File: config.mk
export PLATFORM = sky130hd
export DESIGN_NAME = mdu_hilo
export DESIGN_NICKNAME = d
export VERILOG_FILES = /design/src/rtl/mdu_hilo.sv
export SDC_FILE = /design/constraint.sdc
export NUM_CORES = 1
export LEC_CHECK = 0
export BUFFER_PORTS_ARGS = -buffer_cell sky130_fd_sc_hd__buf_2
export CAP_MARGIN = 5
export CELL_PAD_IN_SITES_DETAIL_PLACEMENT = 1
export CELL_PAD_IN_SITES_GLOBAL_PLACEMENT = 1
export CORE_MARGIN = 3
export CORE_UTILIZATION = 49
export DETAILED_ROUTE_END_ITERATION = 16
export PLACE_DENSITY_LB_ADDON = 0.1
export SETUP_SLACK_MARGIN = 0.15
export SYNTH_ARGS = -nofsm -noshare
export SYNTH_HDL_FRONTEND = slang
export SYNTH_SLANG_ARGS = --single-unit
File: constraint.sdc
create_clock -name clk -period 6.7 [get_ports clk]
set_clock_uncertainty 0.05 [all_clocks]
set_input_delay 1.34 -clock clk [delete_from_list [all_inputs] [get_ports clk]]
set_output_delay 1.34 -clock clk [all_outputs]
set_load 0.01 [all_outputs]
File: src/rtl/mdu_hilo.sv
// Iterative MIPS-style mul/div with HI/LO; 33 cycles from accept to HI/LO update, MTHI/MTLO same-edge.
// No input queueing: start is dropped while busy, so the hazard unit must hold the instruction.
module mdu_hilo #(
    parameter int WIDTH = 32,
    parameter int CNT_W = 5
) (
    input  logic             clk,
    input  logic             reset,
    input  logic             start,
    input  logic [2:0]       op,
    input  logic [WIDTH-1:0] a,
    input  logic [WIDTH-1:0] b,
    input  logic             flush,
    output logic             busy,
    output logic             done,
    output logic [WIDTH-1:0] hi,
    output logic [WIDTH-1:0] lo
);
    typedef enum logic [1:0] {IDLE, RUN, FIX} state_t;

    localparam logic [2:0] OP_MTHI = 3'b100;
    localparam logic [2:0] OP_MTLO = 3'b101;

    state_t               state;
    logic [CNT_W-1:0]     cnt;
    logic [2*WIDTH-1:0]   acc;
    logic [WIDTH-1:0]     opnd;
    logic [WIDTH-1:0]     raw_a;
    logic                 is_div;
    logic                 neg_res;
    logic                 neg_rem;

    logic                 is_signed;
    logic [WIDTH-1:0]     a_abs;
    logic [WIDTH-1:0]     b_abs;
    logic [WIDTH:0]       mul_sum;
    logic [WIDTH:0]       div_tmp;
    logic [WIDTH:0]       div_diff;
    logic                 div_ge;
    logic [WIDTH-1:0]     rem_next;
    logic [2*WIDTH-1:0]   step_next;
    logic [2*WIDTH-1:0]   prod_fix;
    logic [WIDTH-1:0]     quot_fix;
    logic [WIDTH-1:0]     rem_fix;

    assign busy = (state != IDLE);

    always_comb begin
        is_signed = ~op[0];
        a_abs     = (is_signed && a[WIDTH-1]) ? -a : a;
        b_abs     = (is_signed && b[WIDTH-1]) ? -b : b;

        // acc = {partial product, remaining multiplier bits}
        mul_sum   = {1'b0, acc[2*WIDTH-1:WIDTH]} + (acc[0] ? {1'b0, opnd} : '0);

        // acc = {remainder, dividend bits shifting into quotient}
        div_tmp   = {acc[2*WIDTH-1:WIDTH], acc[WIDTH-1]};
        div_diff  = div_tmp - {1'b0, opnd};
        div_ge    = ~div_diff[WIDTH];
        rem_next  = div_ge ? div_diff[WIDTH-1:0] : div_tmp[WIDTH-1:0];

        step_next = is_div ? {rem_next, acc[WIDTH-2:0], div_ge}
                           : {mul_sum, acc[WIDTH-1:1]};

        prod_fix  = neg_res ? -acc : acc;
        quot_fix  = neg_res ? -acc[WIDTH-1:0] : acc[WIDTH-1:0];
        rem_fix   = neg_rem ? -acc[2*WIDTH-1:WIDTH] : acc[2*WIDTH-1:WIDTH];
    end

    always_ff @(posedge clk or negedge reset) begin
        if (!reset) begin
            state   <= IDLE;
            cnt     <= '0;
            acc     <= '0;
            opnd    <= '0;
            raw_a   <= '0;
            is_div  <= 1'b0;
            neg_res <= 1'b0;
            neg_rem <= 1'b0;
            done    <= 1'b0;
            hi      <= '0;
            lo      <= '0;
        end else begin
            done <= 1'b0;
            case (state)
                IDLE: begin
                    if (start && !flush) begin
                        if (!op[2]) begin
                            is_div  <= op[1];
                            neg_res <= is_signed & (a[WIDTH-1] ^ b[WIDTH-1]);
                            neg_rem <= is_signed & a[WIDTH-1];
                            raw_a   <= a;
                            cnt     <= '0;
                            state   <= RUN;
                            if (op[1]) begin
                                opnd <= b_abs;
                                acc  <= {{WIDTH{1'b0}}, a_abs};
                            end else begin
                                opnd <= a_abs;
                                acc  <= {{WIDTH{1'b0}}, b_abs};
                            end
                        end else if (op == OP_MTHI) begin
                            hi <= a;
                        end else if (op == OP_MTLO) begin
                            lo <= a;
                        end
                    end
                end
                RUN: begin
                    if (flush) begin
                        state <= IDLE;
                    end else begin
                        acc <= step_next;
                        if (cnt == CNT_W'(WIDTH - 1)) begin
                            state <= FIX;
                        end else begin
                            cnt <= cnt + 1'b1;
                        end
                    end
                end
                FIX: begin
                    state <= IDLE;
                    if (!flush) begin
                        done <= 1'b1;
                        if (!is_div) begin
                            hi <= prod_fix[2*WIDTH-1:WIDTH];
                            lo <= prod_fix[WIDTH-1:0];
                        end else if (opnd == '0) begin
                            // divide by zero: all-ones quotient, dividend passes through as remainder
                            hi <= raw_a;
                            lo <= '1;
                        end else begin
                            hi <= rem_fix;
                            lo <= quot_fix;
                        end
                    end
                end
                default: state <= IDLE;
            endcase
        end
    end
endmodule

==> summary.md <==
| Metric | Value |
|---|---|
| Rel. slew slack | `21.10%` |
| CP endpoint kind | `flop` |
| Final setup vio count | `0` |
| Startpoint Class | `flop` |
| Fillers | `4408` |
| Drt pass-1 iters | `6` |
| WS Path Type | `flop to flop` |
| Total Nets Final | `between 2000 and 2500` |
| Post-DRT Antenna Nets | `0` |
| Synth area leader | `dfrtp_1` |
| Global Route Usage Sum | `a little over a third` |
| Post-CTS Hold Fix Bufs | `0` |
| Largest net degree at the start of global routing | `between 90 and 100` |
| Area grow syn2layout | `9.637%` |
| Final Hold Fails | `0` |
| R2R Path End | `acc[62]` |
| Synth top area share | `approximately 29%` |
| Cell area after synthesis | `between 15000 and 20000 µm²` |
| Outcome | `complete, no violations` |
| Die Area | `between 30000 and 40000 µm²` |
| P_int | `~0.0045 W` |
| Syn Nets | `between 2000 and 2500` |
| Final global-route overflow total | `0` |
| Worst Hold Class | `flop to flop` |
| Clock tree sinks | `between 200 and 250` |
| Total Power | `0.008861 W` |
| Worst setup path endpoint | `acc[62]` |
| Worst hold slack | `roughly 0.43 ns` |
| Buffers on Ports | `136` |
| Critical Path RT | `7.09 ns` |
| Vias per std cell | `approximately 6.5` |
| Sequential fraction of the synthesis area | `between 20% and 30%` |
| Final min period | `~4.7 ns` |
| Starting Density | `roughly half` |
| DRC Markers | `0` |
| #FFs+latches synth | `203` |
| Clock slew at reported path FFs | `0.06 ns` |
| Clock Latency Late Sink | `~0.56 ns` |
| FMAX | `roughly 0.21 GHz` |
| Clock root buffer | `clkbuf_16` |
| CTS tree | `built` |
| RSZ-0062 raised after global routing | `no` |
| Slew Viols, Final | `0` |
| Final Routed Wirelength | `70490 µm` |
| Die width | `a little under 200 µm` |
| Commonest non-fill, non-tap cell in the layout | `nand2_1` |
| Placed Cells | `between 2000 and 3000` |
| Syn Inst Count | `2276` |
| Power density over cell area | `between 400 and 500 nW/µm²` |
| Register area | `roughly 5100 µm²` |
| Seq pwr share | `approximately 27%` |
| Worst Reg-to-Reg Cells | `12` |
| Leak | `around 8.4 nW` |
| # rows | `a little under 70` |
| Final std cells w/o fill | `about 2800` |
| Setup_tns | `0 ns` |
| Dpl ws | `approximately 2.2 ns` |
| Yosys Warn Count | `0` |
| First-pass GRT wire length | `108200 µm` |
| Most frequent cells in the layout | `354 x nand2_1, 253 x o21ai_0, 202 x dfrtp_1` |
| Async SR Flop Fraction | `between 90% and 100%` |
| CP Max Fanout | `31` |
| Syn_area_per_cell | `between 7 and 8 µm²` |
| Maxcap violations | `0` |
| Core Region | `34630 µm²` |
| Via count | `18080` |
| Clock share of power | `16.8%` |
| Commonest register cell after synthesis | `dfrtp_1` |
| Placer Congestion | `between 0.9 and 1` |
| Crit path arrival time | `between 5 and 6 ns` |
| H-Tree Depth | `1` |
| Worst-case clock buffer depth | `3` |
| # Post-CTS Setup Buffers | `0` |
| P_sw | `~0.0044 W` |
| WL/cell | `roughly 25 µm` |
| Multi-input logic area | `around 11000 µm²` |
| R2r setup slk | `between 1.5 and 2 ns` |
| DRT iter0 DRCs | `roughly 1600` |
| Comb power frac | `a little under three fifths` |
| Number of global-route vias before repair | `about 18000` |
| Net Sw Frac | `about half` |
| CTS Buf Count | `26` |
| IO Count | `roughly 140` |
| Worst r2r src | `acc[0]` |
| Period utilization | `70.55%` |
| Critical path origin | `acc[0]` |
| Cell variety after synth | `just under 80` |
| Die Ht | `~190 µm` |
| Fraction of layout cells with a size suffix above 1 | `10.64%` |
| Worst-margin pin slew | `1.181 ns` |
| Initial antenna violation count | `1` |
| Main area contributors after synthesis | `dfrtp_1 29%, nand2_1 7.7%, o21ai_0 7.4%, a21oi_1 5.6%, xnor2_1 5.5%` |
| Post-route worst setup slack | `approximately 2.0 ns` |
| Peak supply drop | `between 0.4 and 0.5 mV` |
| CTS resizes | `0` |
| EDFF count, synth | `0` |
| DP HPWL | `around 53000 µm` |
-- worst min path at each step --
stage | start | endpoint | slack, ns | depth (start not counted)
2_1_floorplan | raw_a[16] | raw_a[16] | 0.39 | 2
3_3_place_gp | raw_a[16] | raw_a[16] | 0.40 | 2
3_5_place_dp | raw_a[16] | raw_a[16] | 0.41 | 2
4_1_cts | raw_a[16] | raw_a[16] | 0.43 | 2
5_1_grt | raw_a[19] | raw_a[19] | 0.45 | 2
6_report | raw_a[16] | raw_a[16] | 0.43 | 2
-- synth_stat cells (21+ instances only) --
cell / count
nand2_1: 354
o21ai_0: 254
dfrtp_1: 203
a21oi_1: 194
nor2_1: 186
clkbuf_1: 126
xnor2_1: 108
xor2_1: 86
ha_1: 70
inv_1: 65
mux2i_1: 54
nor3_1: 43
a21o_1: 33
o22ai_1: 33
o31ai_1: 31
nand3_1: 29
or3_1: 28
nand2b_1: 26
nor4_1: 24
a31oi_1: 23
nand4_1: 22
or4_1: 22
o211ai_1: 21
-- worst max-delay path, cell delays in order, from the launching register on --
cell and delay (ns):
dfrtp_1 0.46, inv_1 0.84, nor2_1 0.13, ha_1 0.40, o211ai_1 0.15, o211ai_1 0.32, nand4_1 0.29, a2111oi_0 0.91
o31ai_1 0.30, o21bai_1 0.24, xnor2_1 0.14, nand2_1 0.07, a32o_1 0.27
-- stage by stage --
step / instance area (µm²) / util (%)
3_3_place_gp: 18080 / 52.21
4_1_cts: 18960 / 54.74
3_5_place_dp: 18080 / 52.21
6_report: 18960 / 54.75
2_1_floorplan: 17290 / -
5_1_grt: 18960 / 54.75
-- power groups by stage --
stage	Sequential (W)	Combinational [W]	Clock [W]
finish	0.00237	0.00500	0.00149
global route	0.00242	0.00548	0.00155
CTS	0.00234	0.00492	0.00150
detailed placement	0.00236	0.00487	0
global placement	0.00233	0.00472	0
floorplan	0.00204	0.00363	0
-- flip-flops by register name, summed over array words and instances (netlist names) --
| name | cells |
|---|---|
| acc | 64 |
| cnt | 5 |
| neg_res | 1 |
| done | 1 |
| is_div | 1 |
| hi | 32 |
| raw_a | 32 |
| opnd | 32 |
| lo | 32 |
| neg_rem | 1 |
| state | 2 |
-- area by class of cell --
class | count | share of cell area [%]
clock inverters | 8 | 0.7391
inverters | 65 | 1.287
flip-flops and latches | 203 | 26.81
repair buffers | 163 | 4.718
clock buffers | 35 | 3.880
multi-input cells | 1848 | 59.54
well taps | 455 | 3.003
diodes | 2 | 0.02640
-- routing by layer --
layer	wire [µm]	global-route usage [%]	share of wire, %	up-vias
li1	-	-	-	8149
met1	29600	48.38	42	9006
met2	31950	58.09	45	732
met3	5891	7.663	8.4	197
met4	3040	13.94	4.3	0
met5	0	0	0	-
-- kinds of logic (layout without fill, tap and decap cells) --
kind of cell               count (synthesis)  after routing  share of synthesized area [%]
buffers and inverters                    225            271                          5.708
xor gates and xnor gates                 194            194                          9.825
adders and majority gates                 72             72                          5.296
other                                      0              2                              0
AOI/OAI and AO/OA                        709            709                          24.60
muxes                                     62             62                          3.646
DFF                                      203            203                          29.37
and+or+nand+nor                          811            811                          21.55
No activity file was read; power rests on OpenSTA's default activity.
